**config.mk**
```make
export PLATFORM = sky130hd
export DESIGN_NAME = approx_mul_ha_pipe
export DESIGN_NICKNAME = d
export VERILOG_FILES = /design/src/rtl/approx_mul_ha_pipe.sv
export SDC_FILE = /design/constraint.sdc
export NUM_CORES = 1
export LEC_CHECK = 0
export CORE_UTILIZATION = 60
export DETAILED_ROUTE_END_ITERATION = 8
export PLACE_DENSITY = 0.87
export REMOVE_ABC_BUFFERS = 1
export SYNTH_ARGS = -nofsm -noshare
export SYNTH_HDL_FRONTEND = slang
export SYNTH_SLANG_ARGS = --single-unit
```
**constraint.sdc**
```tcl
create_clock -name clk -period 6.1 [get_ports clk]
set_input_delay 1.525 -clock clk [delete_from_list [all_inputs] [get_ports clk]]
set_output_delay 1.525 -clock clk [all_outputs]
set_load 0.005 [all_outputs]
```
**src/rtl/approx_mul_ha_pipe.sv**
```systemverilog
// approx_mul_ha_pipe: 3-stage unsigned approximate multiplier built from paired half-adder arrays.
// Optional build macro APPROX_MUL_ERR_STAT_EN adds an exact shadow product and the err_cnt statistic.

module approx_mul_ha_pair #(
    parameter int WIDTH       = 8,
    parameter int APPROX_COLS = 4,
    parameter int K           = 0
) (
    input  logic [1:0]       xb,
    input  logic [WIDTH-1:0] y,
    input  logic             m_or,
    input  logic             m_elim,
    output logic [WIDTH:0]   sum,
    output logic [WIDTH:0]   cry
);
    logic [WIDTH-1:0] a;
    logic [WIDTH-1:0] b;

    assign a = y & {WIDTH{xb[0]}};
    assign b = y & {WIDTH{xb[1]}};

    // Outputs are at weights local to 2*K; carries land one column above their cell.
    assign sum[0]     = a[0];
    assign sum[WIDTH] = b[WIDTH-1];
    assign cry[1:0]   = 2'b00;

    for (genvar c = 1; c < WIDTH; c++) begin : g_cell
        localparam bit ZONE = (2 * K + c) < APPROX_COLS;
        logic ha_s;
        logic ha_c;

        always_comb begin
            ha_s = a[c] ^ b[c-1];
            ha_c = a[c] & b[c-1];
            if (ZONE && m_or) begin
                ha_s = a[c] | b[c-1];
                ha_c = 1'b0;
            end else if (ZONE && m_elim) begin
                ha_s = 1'b0;
                ha_c = 1'b0;
            end
        end

        assign sum[c]   = ha_s;
        assign cry[c+1] = ha_c;
    end
endmodule

module approx_mul_ha_pipe #(
    parameter int WIDTH       = 8,
    parameter int APPROX_COLS = 4,
    parameter int CNT_W       = 16
) (
    input  logic               clk,
    input  logic               rst_n,
    input  logic               in_valid,
    output logic               in_ready,
    input  logic [WIDTH-1:0]   x,
    input  logic [WIDTH-1:0]   y,
    input  logic [1:0]         mode,
    output logic               out_valid,
    input  logic               out_ready,
    output logic [2*WIDTH-1:0] p
`ifdef APPROX_MUL_ERR_STAT_EN
    ,
    output logic [CNT_W-1:0]   err_cnt
`endif
);
    localparam int NP     = WIDTH / 2;
    localparam int PW     = 2 * WIDTH;
    localparam int STAGES = 3;

    typedef struct packed {
        logic [WIDTH-1:0] x;
        logic [WIDTH-1:0] y;
        logic [1:0]       mode;
    } req_t;

    if ((WIDTH % 2) != 0 || WIDTH < 4 || APPROX_COLS < 0 || APPROX_COLS > PW - 2 || CNT_W < 1)
    begin : g_bad_cfg
        $error("approx_mul_ha_pipe: illegal parameter combination");
    end

    logic                   en;
    logic [STAGES:1]        vld_pipe;
    req_t                   s1_req;
    logic                   m_or;
    logic                   m_elim;
    logic [NP-1:0][WIDTH:0] ha_sum;
    logic [NP-1:0][WIDTH:0] ha_cry;
    logic [NP-1:0][WIDTH:0] s2_sum;
    logic [NP-1:0][WIDTH:0] s2_cry;
    logic [PW-1:0]          red;

    // One global enable: the whole pipe advances only when the output slot is free or draining.
    assign en        = !vld_pipe[STAGES] || out_ready;
    assign in_ready  = en;
    assign out_valid = vld_pipe[STAGES];

    always_ff @(posedge clk or negedge rst_n) begin
        if (!rst_n) begin
            vld_pipe <= '0;
        end else if (en) begin
            vld_pipe <= {vld_pipe[STAGES-1:1], in_valid};
        end
    end

    always_ff @(posedge clk or negedge rst_n) begin
        if (!rst_n) begin
            s1_req <= '0;
        end else if (en) begin
            s1_req <= {x, y, mode};
        end
    end

    // Reserved mode 3 decodes to neither flag and therefore runs exact.
    assign m_or   = (s1_req.mode == 2'd1);
    assign m_elim = (s1_req.mode == 2'd2);

    for (genvar k = 0; k < NP; k++) begin : g_pair
        approx_mul_ha_pair #(
            .WIDTH       (WIDTH),
            .APPROX_COLS (APPROX_COLS),
            .K           (k)
        ) u_pair (
            .xb     (s1_req.x[2*k+1:2*k]),
            .y      (s1_req.y),
            .m_or   (m_or),
            .m_elim (m_elim),
            .sum    (ha_sum[k]),
            .cry    (ha_cry[k])
        );
    end

    always_ff @(posedge clk or negedge rst_n) begin
        if (!rst_n) begin
            s2_sum <= '0;
            s2_cry <= '0;
        end else if (en) begin
            s2_sum <= ha_sum;
            s2_cry <= ha_cry;
        end
    end

    always_comb begin
        red = '0;
        for (int k = 0; k < NP; k++) begin
            red = red + (PW'(s2_sum[k]) << (2 * k)) + (PW'(s2_cry[k]) << (2 * k));
        end
    end

    always_ff @(posedge clk or negedge rst_n) begin
        if (!rst_n) begin
            p <= '0;
        end else if (en) begin
            p <= red;
        end
    end

`ifdef APPROX_MUL_ERR_STAT_EN
    logic [PW-1:0] s2_exact;
    logic [PW-1:0] s3_exact;

    always_ff @(posedge clk or negedge rst_n) begin
        if (!rst_n) begin
            s2_exact <= '0;
            s3_exact <= '0;
        end else if (en) begin
            s2_exact <= PW'(s1_req.x) * PW'(s1_req.y);
            s3_exact <= s2_exact;
        end
    end

    always_ff @(posedge clk or negedge rst_n) begin
        if (!rst_n) begin
            err_cnt <= '0;
        end else if (out_valid && out_ready && (p != s3_exact) && !(&err_cnt)) begin
            err_cnt <= err_cnt + 1'b1;
        end
    end
`endif
endmodule

```
==> impl_metrics.toml <==
[floorplanning]
io_pins = 40
dieHeight_um = 103
die_w_um = 103
initial_utilization_pct = 62.6
core_um2 = 9860
dieArea_um2 = 10700
rows = 36

[timing]
fin_crit_sh_pct = 78.4
fin_worst_hold_slack_ns = 0.473
setup_viol = 0
finalCriticalPeriod_ns = 4.78
slew_headroom_pct = 56.5
setup_tns_ns = 0
skew_ns = 0.0104
max_freq_mhz = 209
rsz0062_at_grt = "false"
tightestPinTransition_ns = 0.652
hold_violations = 0
maxSlewViolCount = 0
setup_ws_ns = 1.32

[global_routing]
grt_max_degree = 76
use_met3_pct = 3.23
track_usage_pct = 24.8
gr-total-overflow = 0
grt_pass1_vias = 4363
antenna_found_initial = 0
grt_first_pass_wirelength_um = 19900
grt-busiest-layer = "met2"
grt.met1_usage_pct = 30.7
grtUsageMet2_pct = 43.9

[clock_tree]
cts_hold_buf = 0
cts_tree = "built"
post-cts-setup-buffers = 0
clock_latency_ns = 0.38
clock_path_buffers = 2
cts_max_level = 3
cts_made_buffers = 9
clock-sinks = 101
cts-resized-gates = 0
cts_root_buf = "clkbuf_8"
path_clk_slew_ns = 0.11

[power_and_ir_drop]
p_total_mw = 3.87
peakVddDrop_mv = 0.392
p_per_area_nw_per_um2 = 564
leakage_nw = 3.68

[setup_path]
crit_path_end_kind = "flip-flop"
r2r_setup_slack_ns = 1.32
worst_ep_arrival_time_ns = 5.02
crit_type = "reg2reg"
startpoint_type = "flip-flop"
timing.rr.end = "p[13]$_DFFE_PN0P_"
cp.required_ns = 6.34
crit_fanout = 3
timing.rr.start = "s2_sum[11]$_DFFE_PN0P_"
reg2reg_depth = 20

[synth]
ys_ff_latch = 101
syn_avg_cell_area_um2 = 9.13
synth_cell_types = 31
netlist_instances = 677
seq_area_frac_synth_pct = 40.9
ys_warn_count = 0
synth_area_um2 = 6180

[route]
initialDrtViolationCount = 215
avgRoutedWirePerCell_um = 14.2
via_count = 4469
drt-total-wl_um = 11900
dr.pass1.iters = 5
ant_nets = 0
route.detailed.drc = 0
vias_per_cell = 5.30

[cells_and_area]
drive_gt1_share_pct = 3.66
n_antenna_cell = 0
mostFrequentLayoutCell = "nand2_1"
fill_cells = 702
area_delta_synth_final_pct = 11.0
stdcell_count = 843
fin_nets = 825
layout_common_cells = "226 x nand2_1, 101 x dfrtp_1, 63 x inv_1"

[hold_path]
whs_endpoint = "vld_pipe[2]$_DFFE_PN0P_"
holdPathStages = 2
hold_start = "vld_pipe[2]$_DFFE_PN0P_"
hp-class = "reg2reg"

[placed_design]
port_buffers = 39
dp_slack_ns = 1.32
dp_hpwl_um = 8720
globalplace.congestion = 0.788
dp.cells = 828

[job]
cap_violations = 0

[run_status]
status = "finished, final reports clean"
-- power breakdown --
group / internal, mW / switching [mW] / leakage, nW
Combinational: 1.04 / 1.35 / 2.29
Sequential: 0.897 / 0.179 / 1.30
Clock: 0.154 / 0.250 / 0.0922
Total: 2.09 / 1.77 / 3.68
-- flip-flops by register name, summed over array words and instances, names as in the netlist --
register	count
p	16
s1_req	18
vld_pipe	3
s2_sum	36
s2_cry	28
-- Yosys cell counts --
master    count  area share, %
ha_1         62             13
xor2_1        7           0.99
o21ai_1       1          0.081
or2_2         1           0.10
a311oi_1      1           0.14
and2_1       49            5.0
dfrtp_1     101             41
nor2_1       10           0.61
nor3_1        1          0.081
nor2b_1       2           0.20
o21bai_1      2           0.24
o211ai_1      4           0.49
xnor2_1       7           0.99
or4_1         1           0.12
clkbuf_1     21            1.3
a211oi_1      3           0.36
o21ai_0      36            2.9
inv_1        64            3.9
a21o_1        2           0.24
buf_2         3           0.24
o311a_1       1           0.16
a211oi_2      1           0.20
buf_1         2           0.12
nand2_1     226             14
a21oi_2       1           0.14
nand2b_1      4           0.40
fa_1         35             11
mux2i_1       1           0.16
nand3_1      14            1.1
a31oi_1       3           0.30
a21oi_1      11           0.89
-- critical path, stage by stage, from the launching register on --
cell      delay [ns]
dfrtp_1         0.38
inv_1           0.10
fa_1            0.46
fa_1            0.53
inv_1           0.04
ha_1            0.21
inv_1           0.07
fa_1            0.41
inv_1           0.08
ha_1            0.13
inv_1           0.05
fa_1            0.50
inv_1           0.04
ha_1            0.19
ha_1            0.22
fa_1            0.44
a211oi_2        0.24
o21bai_1        0.10
a21oi_1         0.19
xor2_1          0.16
o21ai_0         0.09
-- worst max path at each step --
stage	startpoint	end	slack (ns)	cells after the start
detailed placement	s2_sum[4]$_DFFE_PN0P_	p[13]$_DFFE_PN0P_	1.32	20
floorplan	out_ready	in_ready	-2.08	2
finish	s2_sum[11]$_DFFE_PN0P_	p[13]$_DFFE_PN0P_	1.32	20
global route	s2_sum[4]$_DFFE_PN0P_	p[14]$_DFFE_PN0P_	1.06	19
CTS	s2_sum[11]$_DFFE_PN0P_	p[13]$_DFFE_PN0P_	1.30	20
global placement	s2_sum[11]$_DFFE_PN0P_	p[13]$_DFFE_PN0P_	1.52	20
-- layer usage --
metal	up-vias	part of all wire, %
li1	2170	-
met1	2157	43
met2	123	51
met3	19	3.6
met4	0	2.6
met5	-	0
-- kinds of logic (layout without fill, tap and decap cells) --
kind of cell    after synthesis  in the layout  synth area share (%)
buf+inv                      90            123                  5.53
flops                       101            101                  40.9
compound gates               66             66                  6.18
xor+xnor                     14             14                  1.98
fa+ha+maj                    97             97                  23.9
mux                           1              1                 0.162
simple gates                308            308                  21.3
-- cell type report --
type	instances	area, µm²	share of cell area, %
multi-input combinational	486	3320	48.4
inverter	64	241	3.52
tap	133	166	2.43
timing repair buffer	44	425	6.20
clock inverter	6	55.1	0.803
sequential	101	2530	36.9
clock buffer	9	124	1.81
-- per-stage QoR --
stage | utilization, % | area, µm²
detailed placement | 67.7 | 6680
floorplan | - | 6080
finish | 69.5 | 6860
global placement | 67.7 | 6680
CTS | 69.5 | 6860
global route | 69.5 | 6860
No activity file was read; power rests on OpenSTA's default activity.
